**src/rtl/bus_master.sv**
```systemverilog
// CPU-side bus master: takes one load/store from the core at a time, runs it on the
// shared system bus and returns read data, or an error when no slave answers in time.
module bus_master #(
  parameter int DATA_WIDTH = 32,
  parameter int ADDR_WIDTH = 32,
  parameter int TIMEOUT    = 255
) (
  input  logic                  clk,
  input  logic                  rst_n,
  input  logic                  req_valid,
  output logic                  req_ready,
  input  logic                  req_we,
  input  logic [ADDR_WIDTH-1:0] req_addr,
  input  logic [DATA_WIDTH-1:0] req_wdata,
  output logic                  resp_valid,
  output logic [DATA_WIDTH-1:0] resp_rdata,
  output logic                  resp_err,
  output logic [ADDR_WIDTH-1:0] BUS_addr,
  output logic [DATA_WIDTH-1:0] BUS_wdata,
  output logic                  BUS_mode,
  output logic                  BUS_valid,
  input  logic                  BUS_wready,
  input  logic                  BUS_rvalid,
  input  logic [DATA_WIDTH-1:0] BUS_rdata,
  output logic                  BUS_rready,
  output logic [1:0]            dbg_state
);

  typedef enum logic [1:0] {
    S_IDLE = 2'd0,
    S_WR   = 2'd1,
    S_RD   = 2'd2,
    S_RESP = 2'd3
  } state_e;

  localparam logic [15:0] CNT_LAST = 16'(TIMEOUT - 1);

  state_e                  state_q;
  logic [15:0]             cnt_q;
  logic [ADDR_WIDTH-1:0]   bus_addr_q;
  logic [DATA_WIDTH-1:0]   bus_wdata_q;
  logic                    bus_mode_q;
  logic                    bus_valid_q;
  logic                    resp_valid_q;
  logic                    resp_err_q;
  logic [DATA_WIDTH-1:0]   resp_rdata_q;

  // Handshakes: a core request transfers on a posedge where req_valid & req_ready;
  // a bus transfer completes on the posedge where the slave's BUS_wready (write) or
  // BUS_rvalid (read) is sampled high while BUS_valid is held; BUS_rready only echoes
  // BUS_rvalid during a read so the slave never sees it early.
  always_ff @(posedge clk) begin
    if (!rst_n) begin
      state_q      <= S_IDLE;
      cnt_q        <= '0;
      bus_addr_q   <= '0;
      bus_wdata_q  <= '0;
      bus_mode_q   <= 1'b0;
      bus_valid_q  <= 1'b0;
      resp_valid_q <= 1'b0;
      resp_err_q   <= 1'b0;
      resp_rdata_q <= '0;
    end else begin
      resp_valid_q <= 1'b0;
      resp_err_q   <= 1'b0;
      case (state_q)
        S_IDLE: begin
          if (req_valid) begin
            bus_addr_q  <= req_addr;
            bus_wdata_q <= req_wdata;
            bus_mode_q  <= req_we;
            bus_valid_q <= 1'b1;
            cnt_q       <= '0;
            state_q     <= req_we ? S_WR : S_RD;
          end
        end
        S_WR: begin
          if (BUS_wready) begin
            bus_valid_q  <= 1'b0;
            resp_valid_q <= 1'b1;
            resp_rdata_q <= '0;
            state_q      <= S_RESP;
          end else if (cnt_q == CNT_LAST) begin
            bus_valid_q  <= 1'b0;
            resp_valid_q <= 1'b1;
            resp_err_q   <= 1'b1;
            resp_rdata_q <= '0;
            state_q      <= S_RESP;
          end else begin
            cnt_q <= cnt_q + 16'd1;
          end
        end
        S_RD: begin
          // A response arriving on the last counter value still wins over the timeout.
          if (BUS_rvalid) begin
            bus_valid_q  <= 1'b0;
            resp_valid_q <= 1'b1;
            resp_rdata_q <= BUS_rdata;
            state_q      <= S_RESP;
          end else if (cnt_q == CNT_LAST) begin
            bus_valid_q  <= 1'b0;
            resp_valid_q <= 1'b1;
            resp_err_q   <= 1'b1;
            resp_rdata_q <= '0;
            state_q      <= S_RESP;
          end else begin
            cnt_q <= cnt_q + 16'd1;
          end
        end
        S_RESP: begin
          state_q <= S_IDLE;
        end
        default: begin
          state_q <= S_IDLE;
        end
      endcase
    end
  end

  assign req_ready  = (state_q == S_IDLE);
  assign BUS_rready = (state_q == S_RD) & BUS_rvalid;
  assign BUS_addr   = bus_addr_q;
  assign BUS_wdata  = bus_wdata_q;
  assign BUS_mode   = bus_mode_q;
  assign BUS_valid  = bus_valid_q;
  assign resp_valid = resp_valid_q;
  assign resp_err   = resp_err_q;
  assign resp_rdata = resp_rdata_q;
  assign dbg_state  = state_q;

endmodule
```
**config.mk**
```make
export PLATFORM = sky130hd
export DESIGN_NAME = bus_master
export DESIGN_NICKNAME = d
export VERILOG_FILES = /design/src/rtl/bus_master.sv
export SDC_FILE = /design/constraint.sdc
export NUM_CORES = 1
export LEC_CHECK = 0
export CORE_ASPECT_RATIO = 0.7
export CORE_MARGIN = 5
export CORE_UTILIZATION = 46
export CTS_BUF_LIST = sky130_fd_sc_hd__clkbuf_8
export CTS_CLUSTER_DIAMETER = 80
export DETAILED_ROUTE_END_ITERATION = 7
export PLACE_DENSITY = 0.9
export SLEW_MARGIN = 20
export SYNTH_ARGS = -nofsm -noshare
export SYNTH_HDL_FRONTEND = slang
export SYNTH_SLANG_ARGS = --single-unit
```
**constraint.sdc**
```tcl
create_clock -name clk -period 4.02 [get_ports clk]
set_input_delay 0.804 -clock clk [delete_from_list [all_inputs] [get_ports clk]]
set_output_delay 0.804 -clock clk [all_outputs]
set_load 0.03 [all_outputs]
```
### Yosys cells after proc, flatten, opt, wreduce, memory -nomap -nowiden

Index checks and enable logic that the tools add are counted.

| cells by class | value |
|---|---|
| add/subtract/negate cells | 1 |
| bitwise gates (word level) | 1 |
| mux-type cells | 27 |
| eq/ne operators | 7 |
| reductions and logical operators | 6 |

Operator list:

| cell | number |
|---|---|
| 2-to-1 mux 32 bit | 3 |
| 2-to-1 mux 16 bit | 4 |
| case mux 32 bit (2 select lines) | 1 |
| case mux 16 bit (3 select lines) | 1 |
| adder 16 x 1 -> 16 bit, second input constant | 1 |
| == test 16 x 8 -> 1 bit, second input constant | 1 |
| 2-to-1 mux 2 bit | 5 |
| 2-to-1 mux 1 bit | 9 |
| case mux 2 bit (4 select lines) | 1 |
| != test 2 bit, second input constant | 3 |
| == test 2 bit, second input constant | 2 |
| case mux 1 bit (2 select lines) | 2 |
| AND reduction 2 bit | 2 |
| AND reduction 4 bit | 1 |
| case mux 1 bit (3 select lines) | 1 |
| nonzero test 3 bit | 1 |
| == test 2 x 1 -> 1 bit, second input constant | 1 |
| zero test 2 bit | 1 |
| nonzero test 2 bit | 1 |
| bitwise AND 1 bit | 1 |

| word-level totals | value |
|---|---|
| word-level logic and storage cells | 51 |
| output and inout bits | 104 |
| bits in registers | 118 |

### Depth between registers and ports, before layout

Gate-level depths: netlist (run 1).

| logic depth | value |
|---|---|
| depth in word-level cells | 4 |
| mapped depth | 8 |

### Least setup slack after synthesis (run 1)

Ideal clock, no wire load.

| timing path | value |
|---|---|
| path type | register -> register |
| start | register state_q[0] (netlist: dbg_state[0]) |
| end | register cnt_q[5] |
| slack | 1.393 ns |
| clock period less this slack | 2.627 ns |
| path buffers | 1 |
| cell stages (with the launch flop) | 8 |
| data arrival time | 2.561 ns |
| path through | dfxtp_1 inv_1 ha_1 nor2b_1 or4_4 buf_6 or4_4 a21oi_2 |

| between the ends | value |
|---|---|
| cells in the longest elaborated chain, start to end | 3 |

Ends and longest elaborated chain:

| item | RTL line | RTL |
|---|---|---|
| start, declared | 38 | `state_e state_q;` |
| start signal, assigned | 74 | `state_q <= req_we ? S_WR : S_RD;` |
| zero test 2 bit * | -- |  |
| named net req_ready | 11 | `output logic req_ready,` |
| != test 2 bit (no source line) or nonzero test 3 bit (tied branches) | -- |  |
| AND reduction 4 bit (no source line) | -- |  |
| end signal, assigned | 90 | `cnt_q <= cnt_q + 16'd1;` |
| end signal, assigned | 107 | `cnt_q <= cnt_q + 16'd1;` |
| end, declared | 39 | `logic [15:0] cnt_q;` |

Mark *: on every way through the listed nets, which the timed path passes. The rest lies on a longest branch.
A chain may end at the register's enable or synchronous reset.

### Worst setup path in the final report (run 1)

| timing path | value |
|---|---|
| start | input BUS_rvalid |
| end | output BUS_rready |

| between the ends | value |
|---|---|
| cells in the longest elaborated chain, start to end | 1 |

Ends and longest elaborated chain:

| item | RTL line | RTL |
|---|---|---|
| start, declared | 23 | `input logic BUS_rvalid,` |
| bitwise AND 1 bit | 121 | `assign BUS_rready = (state_q == S_RD) & BUS_rvalid;` |
| end, declared | 25 | `output logic BUS_rready,` |

No other way between the ends.

==> results of run 1 <==
synth_stat cells (2+ instances only):
cell / instances / area [µm²]
nand2_1: 141 / 529.3
dfxtp_1: 118 / 2362
a21boi_0: 65 / 488.0
a32o_1: 32 / 320.3
clkbuf_1: 31 / 116.4
a21oi_1: 11 / 55.05
inv_1: 11 / 41.29
o21ai_0: 11 / 55.05
nand3_1: 8 / 40.04
o31ai_1: 7 / 52.55
ha_1: 6 / 75.07
or3_1: 6 / 37.54
buf_1: 5 / 18.77
or4_1: 5 / 37.54
nor2_1: 4 / 15.01
nor4_1: 4 / 25.02
and2_1: 3 / 18.77
and4_1: 3 / 26.28
mux2i_1: 3 / 30.03
nand2b_1: 3 / 18.77
nand4_1: 3 / 18.77
or4_4: 3 / 33.78
a21oi_2: 2 / 17.52
nor3b_1: 2 / 15.01
nor4bb_1: 2 / 20.02
o311a_1: 2 / 20.02
worst max-delay path, stage by stage:
cell             delay, ns
clkdlybuf4s50_1       0.54
nand2_1               0.13
inv_1                 0.07
clkdlybuf4s50_1       0.68
per-layer routing:
layer  global-route usage  wire [µm]
met1               0.2724       5719
met4              0.07266        216
met3              0.09318       1554
met5                    0          0
met2               0.3465       6077
cell families (layout without fill, tap and decap cells):
kind of cell | after synthesis | count (layout) | share of synthesized area
adder cells (fa/ha/maj) | 6 | 6 | 0.01625
AND/OR/NAND/NOR | 192 | 192 | 0.1882
buffers and inverters | 49 | 252 | 0.04171
flip-flops | 118 | 118 | 0.5114
multiplexers | 3 | 3 | 0.006501
AO/OA/AOI/OAI | 139 | 139 | 0.2359
layout by cell type, fill, tap and decap left out, types with 2 or more instances in the layout:
cell type and n:
nand2_1 140, nor3b_1 2, ha_1 6, or4_4 3, nand2b_1 3, a32o_1 32, a21oi_2 2, or4_1 5
dfxtp_1 118, nor2_1 3, nor4bb_1 2, clkdlybuf4s50_1 204, bufinv_16 2, clkinv_2 6, nand4_1 3, mux2i_1 3
or3_1 6, and2_1 2, buf_4 4, clkbuf_8 17, a21boi_0 65, nor4_1 4, nand3_1 8, a21oi_1 11
and4_1 3, clkinv_4 4, o21ai_0 11, o311a_1 2, inv_1 12, o31ai_1 7
per-stage QoR:
stage | total power (W) | cells
final | 0.003800 | 838
after global routing | 0.004011 | 838
after CTS | 0.003828 | 838
after detailed placement | 0.002815 | 807
after global placement | 0.002767 | 807
after floorplan | 0.002239 | 507
final timing paths:
kind                                       to  slack, ns  depth (start not counted)
worst max register to register       cnt_q[7]       1.50                          6
worst max-delay path               BUS_rready       0.98                          4
worst min-delay path            BUS_wdata[27]       0.46                          2
worst min register to register  BUS_wdata[27]       0.46                          2
area by class of cell:
type | count | area, µm² | share of cell area
Tap cell | 128 | 160.2 | 0.02252
Inverter | 11 | 41.29 | 0.005806
Multi-Input combinational cell | 340 | 2079 | 0.2924
Timing Repair Buffer | 210 | 2097 | 0.2949
Sequential cell | 118 | 2362 | 0.3322
Clock inverter | 14 | 137.6 | 0.01935
Clock buffer | 17 | 234.0 | 0.03290
registers in the layout, indices dropped and copies added (netlist names):
name	cells
BUS_addr	32
BUS_mode	1
BUS_valid	1
BUS_wdata	32
cnt_q	16
dbg_state	2
resp_err	1
resp_rdata	32
resp_valid	1
power groups by stage:
stage	Sequential, W	Combinational [W]	Clock [W]
2_1_floorplan	0.00172	0.000522	0
3_3_place_gp	0.00143	0.00134	0
3_5_place_dp	0.00144	0.00137	0
4_1_cts	0.00142	0.00138	0.00103
5_1_grt	0.00144	0.00147	0.00110
6_report	0.00142	0.00137	0.00101
==> out/summary.md, run 1 <==
Die
• 0.4733 — initial core utilization
• 93.85 µm — DIE HEIGHT
• 12,180 µm² — area of the die
• 30 — row count
• 129.8 µm — horizontal die dimension
• 206 — count of pins on the block boundary
• 9759 µm² — Std-Cell Core Area

Logic synthesis
• 615 — nets in the synthesized netlist
• 0 — Synth async-reset ratio
• 4619 µm² — Syn Std Cell Area
• 0 — number of flops mapped to enable cells by yosys
• 507 — post-synthesis instance total
• 9.111 µm² — average cell area after synthesis
• 0 — total of warnings raised by yosys
• 118 — FF+latch count, synth
• 42 — number of distinct standard cells referenced by the synthesized netlist
• dfxtp_1 — Top FF cell, synth
• 0.5114 — post-synthesis sequential area ratio

GRT
• 4,317 — number of global-route vias before repair
• 0 — initial antenna violation count
• 0 — overall overflow remaining after global route
• 75 — pin count of the biggest net entering global routing
• 21.42 mm — first-pass GRT wire length
• 0.2201 — combined global-route utilization of all metal layers

Detailed routing
• 0 — number of nets with antenna violations after routing
• 16.19 µm — wire per inst
• 5 — 1st-pass router iterations
• 301 — Initial DRC Count
• 13.57 mm — WL final
• 4,428 — via count
• 5.284 — via density per instance
• 0 — DRC violation count after routing

Power
• 2.547 nW — Pleak
• 0.0003090 V — IR Drop Worst-Case VDD
• 0.267 — share of power burned in the clock network
• 0.360 — combinational cell fraction of total power
• 534.3 nW/µm² — power density over the cells
• 0.3671 — switching power share of the total
• 0.373 — part of the total power dissipated in sequential elements
• 0.002405 W — internal power of the cells
• 0.001395 W — Switch Pwr

Cells and area
• 682 — fill cell count
• 806 — net total in the final layout
• 0.06620 — fraction of final layout cells with drive strength greater than 1
• 53.95% — Synth-to-Final Area Change
• 0 — final antenna diode count
• 0.7287 — final cell utilization of the core
• 7112 µm² — final instance area

Timing
• 0 — total count of hold-check failures in the final report
• 3.037 ns — crit path time final
• 0.9828 ns — worst setup slack after layout
• 0.5637 — headroom to the max-slew limit
• 0 — final setup violating endpoints
• 0.7555 — period utilisation layout
• 0 — max-slew violation total from the final report
• 0.6544 ns — Tightest Pin Transition
• 0.3293 GHz — highest attainable clock frequency
• 0.01438 ns — setup clock skew after layout
• false — RSZ-0062 raised after global routing
• 0.4634 ns — worst hold slack after final layout
• 0 ns — setup_tns

Setup path
• input pin to output pin — kind of critical path
• output pin — kind of end point of the critical path
• 4 — highest fanout seen on the critical path
• dbg_state[0] — worst reg2reg startpoint
• input pin — element type at the critical path start
• BUS_rvalid — startpoint of the worst setup timing path
• 2.23 ns — Critical Path AT
• 3.22 ns — required time at the worst-slack endpoint

Clock network
• 4 — level count of the clock H-tree
• clkbuf_8 — buffer type at the clock tree root
• 0 — post-cts gate resize count
• 0 — number of buffers added to fix hold violations after cts
• 17 — Inserted Clock Buffers
• built — clock tree from TritonCTS
• 118 — CTS sink cnt
• 2 — number of buffers on the longest clock path
• 0.42 ns — worst-skew pair later-pin latency
• 0 — setup bufs post-CTS
• 0.06 ns — clock edge transition at the registers on the reported setup and hold paths

Placement
• 6735 µm² — placed cell areas
• 205 — PortBufs
• 0.9817 ns — Placement Setup Slack
• 0.8660 — final weighted congestion in routability-driven placement
• 9.900 mm — HPWL after DPL

Run status
• completed — status

Run
• 0 — number of max-cap violations

Hold path
• flop to flop — Tightest Hold Check Type
• BUS_wdata[27] — critical hold path startpoint

(Power assumes the default switching activity.)
==> run 2: changes to the inputs <==
- CORE_UTILIZATION: 46 -> 43
- PLACE_DENSITY: 0.9 -> 0.85
- clock period: 4.02 -> 3.1 ns (I/O delays scaled with it)
==> out/summary.md, run 2 (synthesis gave the netlist of run 1 again) <==
Clock network
• 118 — CTS sink cnt, unchanged
• 17 — Inserted Clock Buffers, unchanged
• 0.06 ns — clock edge transition at the registers on the reported setup and hold paths, about the same
• 4 — level count of the clock H-tree, unchanged
• 0 — number of buffers added to fix hold violations after cts, unchanged
• built — clock tree from TritonCTS, unchanged
• 0 — setup bufs post-CTS, unchanged
• 0 — post-cts gate resize count, unchanged
• clkbuf_8 — buffer type at the clock tree root, unchanged
• 0.43 ns — worst-skew pair later-pin latency, was 0.42 ns
• 2 — number of buffers on the longest clock path, unchanged

Detailed routing
• 0 — DRC violation count after routing, unchanged
• 16.64 µm — wire per inst, was 16.19 µm
• 4 — 1st-pass router iterations, was 5
• 5.246 — via density per instance, was 5.284
• 4,417 — via count, was 4,428
• 250 — Initial DRC Count, was 301
• 0 — number of nets with antenna violations after routing, unchanged
• 14.01 mm — WL final, was 13.57 mm

Die
• 206 — count of pins on the block boundary, unchanged
• 10,430 µm² — Std-Cell Core Area, was 9759 µm²
• 133.9 µm — horizontal die dimension, was 129.8 µm
• 31 — row count, was 30
• 96.72 µm — DIE HEIGHT, was 93.85 µm
• 12,950 µm² — area of the die, was 12,180 µm²
• 0.4427 — initial core utilization, was 0.4733

GRT
• 0.2148 — combined global-route utilization of all metal layers, was 0.2201
• 4,462 — number of global-route vias before repair, was 4,317
• 83 — pin count of the biggest net entering global routing, was 75
• 22.62 mm — first-pass GRT wire length, was 21.42 mm
• 0 — overall overflow remaining after global route, unchanged
• 0 — initial antenna violation count, unchanged

Timing
• 2.706 ns — crit path time final
• 0 — final setup violating endpoints, unchanged
• 0.01405 ns — setup clock skew after layout, was 0.01438 ns
• false — RSZ-0062 raised after global routing, unchanged
• 0 — max-slew violation total from the final report, unchanged
• 0 — total count of hold-check failures in the final report, unchanged
• 0.3696 GHz — highest attainable clock frequency
• 0.8728 — period utilisation layout
• 0.6430 ns — Tightest Pin Transition, was 0.6544 ns
• 0.5698 — headroom to the max-slew limit, was 0.5637
• 0.4607 ns — worst hold slack after final layout, was 0.4634 ns
• 0 ns — setup_tns, unchanged

Placement
• 6773 µm² — placed cell areas, was 6735 µm²
• 205 — PortBufs, unchanged
• 0.8572 — final weighted congestion in routability-driven placement, was 0.8660
• 812 — placed instance count, was 807
• 10.19 mm — HPWL after DPL, was 9.900 mm

Cells and area
• 807 — net total in the final layout, was 806
• 795 — fill cell count, was 682
• clkdlybuf4s50_1 — most common library cell in the layout ignoring fill and taps, unchanged
• 842 — post-layout instance count excluding filler cells, was 838
• 7183 µm² — final instance area, was 7112 µm²
• 55.50% — Synth-to-Final Area Change, was 53.95%
• 0 — final antenna diode count, unchanged
• 204 x clkdlybuf4s50_1, 140 x nand2_1, 118 x dfxtp_1, 65 x a21boi_0, 32 x a32o_1 — most frequent cells in the layout, unchanged
• 0.06761 — fraction of final layout cells with drive strength greater than 1, was 0.06620

Hold path
• flop to flop — Tightest Hold Check Type, unchanged

Setup path
• 4 — highest fanout seen on the critical path, unchanged
• 2.09 ns — Critical Path AT, was 2.23 ns
• output pin — kind of end point of the critical path, unchanged
• input pin to output pin — kind of critical path, unchanged
• 2.48 ns — required time at the worst-slack endpoint, was 3.22 ns
• input pin — element type at the critical path start, unchanged

Run status
• completed — status, unchanged

Power
• 0.005068 W — power after layout, was 0.003800 W
• 705.6 nW/µm² — power density over the cells, was 534.3 nW/µm²
• 2.563 nW — Pleak, was 2.547 nW
• 0.0005026 V — IR Drop Worst-Case VDD, was 0.0003090 V

Run
• 0 — number of max-cap violations, unchanged

-- run 2: changes by cell type in the layout (fill, tap and decap cells not counted), sizes merged --
cell and change:
buf +1, clkbuf +6, clkinv -7, clkinvlp +2, inv -2
-- run 2: worst paths after layout --
path,from,end,slack (ns),cells past startpoint
setup / recovery,BUS_rvalid,BUS_rready,0.39,4
hold / removal,BUS_wdata[15],BUS_wdata[15],0.46,2
setup reg to reg,dbg_state[0],cnt_q[7],0.66,6
hold reg to reg,BUS_wdata[15],BUS_wdata[15],0.46,2
-- run 2: cell type report --
class,count,area (µm²),area share
Multi-Input combinational cell,340,2074,0.2888
Clock inverter,7,93.84,0.01306
Clock buffer,23,316.6,0.04407
Tap cell,132,165.2,0.02299
Timing Repair Buffer,211,2130,0.2965
Sequential cell,118,2362,0.3289
Inverter,11,41.29,0.005748
-- run 2: power breakdown --
group          switching [W]  total, W  leakage, nW  internal (W)
clock network       0.000593   0.00143        0.206      0.000833
logic                0.00109   0.00181         1.40      0.000716
registers           0.000120   0.00184        0.961       0.00172
total                0.00180   0.00507         2.56       0.00327
-- run 2: layer usage --
metal,part of all wire,up-vias,track usage
met5,0,-,0
met4,0.021,0,0.07747
met3,0.11,28,0.1017
met2,0.45,178,0.3364
met1,0.42,2038,0.2576
li1,-,2173,-
-- run 2: stage by stage --
stage,util,setup slack (ns)
finish,0.6885,0.3944
global route,0.6885,0.2194
CTS,0.6885,0.3801
detailed placement,0.6491,0.3749
global placement,0.6491,0.3977
floorplan,-,0.4733
-- run 2: worst max-delay path: stages --
cell and delay, ns:
clkdlybuf4s50_1 0.57, nand2_1 0.14, inv_1 0.08, clkdlybuf4s50_1 0.67
